<file path="config.mk">
export PLATFORM = sky130hd
export DESIGN_NAME = data_bus_bridge
export DESIGN_NICKNAME = d
export VERILOG_FILES = /design/src/rtl/data_bus_bridge_pkg.sv /design/src/rtl/data_bus_bridge_timeout_counter.sv /design/src/rtl/data_bus_bridge.sv
export SDC_FILE = /design/constraint.sdc
export NUM_CORES = 1
export LEC_CHECK = 0
export BUFFER_PORTS_ARGS = -buffer_cell sky130_fd_sc_hd__buf_2
export CAP_MARGIN = 20
export CORE_MARGIN = 3
export CORE_UTILIZATION = 46
export CTS_CLUSTER_SIZE = 30
export DETAILED_ROUTE_END_ITERATION = 8
export PLACE_DENSITY = 0.8
export SLEW_MARGIN = 20
export SYNTH_ARGS = -nofsm -noshare
export SYNTH_HDL_FRONTEND = slang
export SYNTH_SLANG_ARGS = --single-unit
</file>
<file path="constraint.sdc">
create_clock -name clk -period 2.4 [get_ports clk]
set_input_delay 0.24 -clock clk [delete_from_list [all_inputs] [get_ports clk]]
set_output_delay 0.24 -clock clk [all_outputs]
set_load 0.1 [all_outputs]
</file>
<file path="src/rtl/data_bus_bridge_pkg.sv">
// Shared types and constants for the CPU data-port to valid/ready memory bridge.
// Holds the FSM encoding, the default error word and the core's DataMemRW decode.
package data_bus_bridge_pkg;

    typedef enum logic [1:0] {
        IDLE     = 2'd0,
        REQ      = 2'd1,
        WAIT_RSP = 2'd2,
        DONE     = 2'd3
    } bridge_state_t;

    localparam logic [31:0] ERR_DATA_DEFAULT = 32'hDEAD_BEEF;

    // DataMemRW encoding produced by the core's control unit.
    typedef enum logic [1:0] {
        MEM_RW_NONE  = 2'b00,
        MEM_RW_READ  = 2'b01,
        MEM_RW_WRITE = 2'b10
    } data_mem_rw_t;

    typedef struct packed {
        logic rd;
        logic wr;
    } mem_cmd_t;

    function automatic mem_cmd_t decode_data_mem_rw(input data_mem_rw_t rw);
        mem_cmd_t cmd;
        cmd.rd = (rw == MEM_RW_READ);
        cmd.wr = (rw == MEM_RW_WRITE);
        return cmd;
    endfunction

endpackage

</file>
<file path="src/rtl/data_bus_bridge_timeout_counter.sv">
// Cycle counter bounding how long one access may spend on the memory bus.
// expire is asserted in the enabled cycle where the count reaches TIMEOUT_CYCLES-1.
module bridge_timeout_counter #(
    parameter int  TIMEOUT_CYCLES = 64,
    localparam int CNT_W          = $clog2(TIMEOUT_CYCLES)
) (
    input  logic clk,
    input  logic Reset,
    input  logic clear,
    input  logic enable,
    output logic expire
);

    localparam logic [CNT_W-1:0] LAST = CNT_W'(TIMEOUT_CYCLES - 1);

    logic [CNT_W-1:0] cnt_q;
    logic [CNT_W-1:0] cnt_d;

    always_comb begin
        cnt_d = cnt_q;
        if (clear) begin
            cnt_d = '0;
        end else if (enable) begin
            cnt_d = cnt_q + CNT_W'(1);
        end
    end

    assign expire = enable && (cnt_q == LAST);

    // NOTE: sequential state uses non-blocking assignments so every flop samples pre-edge values.
    always_ff @(posedge clk) begin
        if (Reset) begin
            cnt_q <= '0;
        end else begin
            cnt_q <= cnt_d;
        end
    end

endmodule

</file>
<file path="src/rtl/data_bus_bridge.sv">
// Turns single-cycle CPU loads/stores into valid/ready memory transactions,
// stalling the core until completion, with timeout, alignment and protocol checks.
module data_bus_bridge
    import data_bus_bridge_pkg::*;
#(
    parameter int                ADDR_W         = 32,
    parameter int                DATA_W         = 32,
    parameter int                TIMEOUT_CYCLES = 64,
    parameter logic [DATA_W-1:0] ERR_DATA       = DATA_W'(ERR_DATA_DEFAULT)
) (
    input  logic              clk,
    input  logic              Reset,
    input  logic              cpu_rd,
    input  logic              cpu_wr,
    input  logic [ADDR_W-1:0] cpu_addr,
    input  logic [DATA_W-1:0] cpu_wdata,
    output logic [DATA_W-1:0] cpu_rdata,
    output logic              cpu_stall,
    output logic              mem_req_valid,
    input  logic              mem_req_ready,
    output logic              mem_req_we,
    output logic [ADDR_W-1:0] mem_addr,
    output logic [DATA_W-1:0] mem_wdata,
    input  logic              mem_rsp_valid,
    input  logic [DATA_W-1:0] mem_rsp_data,
    output logic              bus_err
);

    bridge_state_t     state_q,     state_d;
    logic              req_valid_q, req_valid_d;
    logic              req_we_q,    req_we_d;
    logic [ADDR_W-1:0] addr_q,      addr_d;
    logic [DATA_W-1:0] wdata_q,     wdata_d;
    logic [DATA_W-1:0] rdata_q,     rdata_d;
    logic              bus_err_q,   bus_err_d;

    logic cpu_access;
    logic bad_access;
    logic tmo_expire;

    assign cpu_access = cpu_rd | cpu_wr;
    assign bad_access = (cpu_rd & cpu_wr) | (cpu_addr[1:0] != 2'b00);

    bridge_timeout_counter #(
        .TIMEOUT_CYCLES(TIMEOUT_CYCLES)
    ) u_timeout (
        .clk    (clk),
        .Reset  (Reset),
        .clear  (state_q == IDLE),
        .enable ((state_q == REQ) || (state_q == WAIT_RSP)),
        .expire (tmo_expire)
    );

    // NOTE: every always_comb output starts from a hold default so no path can infer a latch.
    always_comb begin
        state_d     = state_q;
        req_valid_d = req_valid_q;
        req_we_d    = req_we_q;
        addr_d      = addr_q;
        wdata_d     = wdata_q;
        rdata_d     = rdata_q;
        bus_err_d   = bus_err_q;

        unique case (state_q)
            IDLE: begin
                if (cpu_access) begin
                    if (bad_access) begin
                        state_d   = DONE;
                        bus_err_d = 1'b1;
                        rdata_d   = ERR_DATA;
                    end else begin
                        state_d     = REQ;
                        req_valid_d = 1'b1;
                        req_we_d    = cpu_wr;
                        addr_d      = cpu_addr;
                        wdata_d     = cpu_wdata;
                    end
                end
            end
            // Completion is checked before expiry so a last-cycle handshake is not flagged.
            REQ: begin
                if (mem_req_ready) begin
                    req_valid_d = 1'b0;
                    state_d     = req_we_q ? DONE : WAIT_RSP;
                end else if (tmo_expire) begin
                    req_valid_d = 1'b0;
                    state_d     = DONE;
                    bus_err_d   = 1'b1;
                    rdata_d     = ERR_DATA;
                end
            end
            WAIT_RSP: begin
                if (mem_rsp_valid) begin
                    rdata_d = mem_rsp_data;
                    state_d = DONE;
                end else if (tmo_expire) begin
                    state_d   = DONE;
                    bus_err_d = 1'b1;
                    rdata_d   = ERR_DATA;
                end
            end
            DONE: begin
                state_d = IDLE;
            end
            default: begin
                state_d = IDLE;
            end
        endcase
    end

    always_ff @(posedge clk) begin
        if (Reset) begin
            state_q     <= IDLE;
            req_valid_q <= 1'b0;
            req_we_q    <= 1'b0;
            addr_q      <= '0;
            wdata_q     <= '0;
            rdata_q     <= '0;
            bus_err_q   <= 1'b0;
        end else begin
            state_q     <= state_d;
            req_valid_q <= req_valid_d;
            req_we_q    <= req_we_d;
            addr_q      <= addr_d;
            wdata_q     <= wdata_d;
            rdata_q     <= rdata_d;
            bus_err_q   <= bus_err_d;
        end
    end

    // Stall rises combinationally on a new access so the core never advances past it.
    assign cpu_stall     = ((state_q == IDLE) && cpu_access) ||
                           (state_q == REQ) || (state_q == WAIT_RSP);
    assign cpu_rdata     = rdata_q;
    assign mem_req_valid = req_valid_q;
    assign mem_req_we    = req_we_q;
    assign mem_addr      = addr_q;
    assign mem_wdata     = wdata_q;
    assign bus_err       = bus_err_q;

endmodule

</file>
==> reports/results.txt <==
Longest Clk Path Bufs: 2
Finished Layout Cells: 810
Net Switching: 0.00370 W
drt pass-1 iters: 4
Syn Nets: 622
Post-synth EDFFs: 0
most frequent cells in the layout: buf_2, nand2_1, dfxtp_1, a21oi_1, o21ai_0
std cell rows: 34
post-synthesis async set-or-reset flop share: 0
maxcap violations: 0
CP Data Required Time: 2.16 ns
Power Dens Cells: 1270 nW/um^2
Ys Warns: 0
Startpoint Class: register
input/output buffers: 201
die area: 10300 sq um
Hold Vio Cnt, Final: 0
Reg power frac: 0.324
Fmax: 470 MHz
vias per inst: 5.29
DR iter-0 viols: 163
# IOs: 202
Tightest Pin Transition: 0.669 ns
Leak: 2.41 nW
setup TNS: 0 ns
vias: 4284
WP data arrival: 1.89 ns
Crit Path Max Fanout: 9
hold buffers post-CTS: 0
GPL Wtd Cong: 0.791
Horiz. Die Dim: 102 um
Post-Syn Area per Cell: 8.19 sq um
Setup-failing EPs final: 0
unique cell type count in the Yosys netlist: 41
status: finished, final reports clean
die height: 102 um
DRT Wirelength: 11600 um
Worst-path clk slew: 0.11 ns
Syn-to-layout area delta: 29.1%
Seq/Total Area, Yosys: 0.509
clock sinks: 107
antenna cells: 0
Placed Cells: 795
Syn Inst Count: 514
PostCTS Resize Cnt: 0
switch share: 0.536
All-Layer GR Usage: 0.215
final worst path period share: 0.887
GR Overflow Total: 0
Setup Crit Path Kind: reg2out
fillcell total: 799
postcts setup bufs: 0
cts bufs inserted: 9
highest metal used: met4
number of global-route vias before repair: 3959
fin crit period: 2.13 ns
H-tree depth: 3
Worst setup EP type: output port
Worst VDD drop: 0.00111 V
Yosys reg bits: 107
clock skew: 0.0120 ns
Met2 Routed Length: 5840 um
routed len/inst: 14.4 um
P_int: 0.00320 W
post-route ant nets: 0
Root Buffer: clkbuf_8
Slew headroom: 0.554
antenna violations before repair: 0
CTS tree: done
final net count: 806
Slew Viols, Final: 0
ys flop type: dfxtp_1
wire length of the first global-routing pass: 18000 um
Clk pwr share: 0.152
Clock Latency Late Sink: 0.36 ns
Core Area: 8810 sq um
cell area after synthesis: 4210 sq um
HP Class: in2reg
largest net degree at the start of global routing: 68
Initial Util: 0.478
layout cell share with drive strength beyond 1: 0.338
RSZ-0062 raised after global routing: no
most common cell after layout, fill and taps aside: buf_2
DRC viols: 0
DR WL met3: 1030 um
Gate power share: 0.524
wire length on met1: 4690 um
post-DP HPWL: 8500 um
## final timing paths
path / start / slack (ns) / to / depth (start not counted)
worst max register to register: state_q[0] / 0.28 / cpu_rdata[30] / 8
worst min register to register: mem_addr[27] / 0.45 / mem_addr[27] / 2
worst min-delay path: mem_rsp_data[8] / 0.08 / cpu_rdata[8] / 2
worst max-delay path: state_q[0] / 0.27 / cpu_stall / 5
## cells by family (layout without fill, tap and decap cells)
logic type / after synthesis / in the layout / share of synthesized area
simple gates: 183 / 183 / 0.175
compound gates: 167 / 167 / 0.236
flops: 107 / 107 / 0.509
buf+inv: 45 / 233 / 0.0502
fa+ha+maj: 6 / 6 / 0.0178
xor+xnor: 5 / 5 / 0.0104
mux: 1 / 1 / 0.00238
## worst max-delay path, cell delays in order (launching register included)
cell and delay [ns]:
dfxtp_1 0.35, inv_1 0.15, ha_1 0.35, o21ai_0 0.15, nand2_1 0.10, buf_2 0.43
## registers in the layout, summed over array words and instances (netlist names)
signal	flops
cpu_rdata	32
mem_addr	32
mem_wdata	32
u_timeout.cnt_q	6
state_q	2
bus_err	1
mem_req_valid	1
mem_req_we	1
## area by class of cell
| cell class | instances | area (sq um) | share of cell area |
|---|---|---|---|
| clock buffer | 10 | 138 | 0.0253 |
| clock inverter | 5 | 45.0 | 0.00828 |
| inverter | 5 | 18.8 | 0.00345 |
| multi-input combinational | 362 | 1860 | 0.343 |
| sequential | 107 | 2140 | 0.394 |
| tap | 108 | 135 | 0.0248 |
| timing repair buffer | 213 | 1100 | 0.202 |
## per-stage QoR
| step | total power [W] | setup slack (ns) | util | area (sq um) | hold WS (ns) |
|---|---|---|---|---|---|
| after floorplan | 0.00527 | 0.525 | - | 4210 | 0.366 |
| after global placement | 0.00580 | 0.416 | 0.597 | 5260 | 0.439 |
| after detailed placement | 0.00588 | 0.341 | 0.597 | 5260 | 0.443 |
| after CTS | 0.00693 | 0.264 | 0.618 | 5440 | 0.0659 |
| after global routing | 0.00724 | 0.150 | 0.618 | 5440 | 0.0664 |
| final | 0.00690 | 0.272 | 0.618 | 5440 | 0.0802 |
## power by group through the flow
stage	Clock, W	Sequential, W	Combinational [W]
detailed placement	0	0.00227	0.00362
CTS	0.00108	0.00224	0.00362
floorplan	0	0.00399	0.00127
global placement	0	0.00227	0.00353
finish	0.00105	0.00224	0.00361
global route	0.00115	0.00227	0.00382
## synthesized netlist by cell type (all sizes together) (2+ instances only)
| master | count | area (sq um) |
|---|---|---|
| nand2 | 152 | 571 |
| dfxtp | 107 | 2140 |
| a21oi | 66 | 330 |
| o21ai | 52 | 264 |
| a31oi | 25 | 156 |
| clkbuf | 21 | 78.8 |
| buf | 19 | 114 |
| nor2 | 12 | 45.0 |
| a32o | 8 | 80.1 |
| ha | 6 | 75.1 |
| a211oi | 4 | 60.1 |
| and3 | 4 | 30.0 |
| inv | 4 | 15.0 |
| nor3 | 4 | 20.0 |
| xor2 | 4 | 35.0 |
| a21o | 3 | 22.5 |
| nand3 | 3 | 15.0 |
| a221oi | 2 | 17.5 |
| nand4 | 2 | 12.5 |
| or2 | 2 | 12.5 |
| or3 | 2 | 12.5 |
## layer usage
metal  up-vias  global-route usage
met2       182               0.387
met1      1972               0.244
li1       2124                   -
met5         -                   0
met3         6              0.0689
met4         0              0.0562
Note: power is estimated with default switching activity, not from simulation.
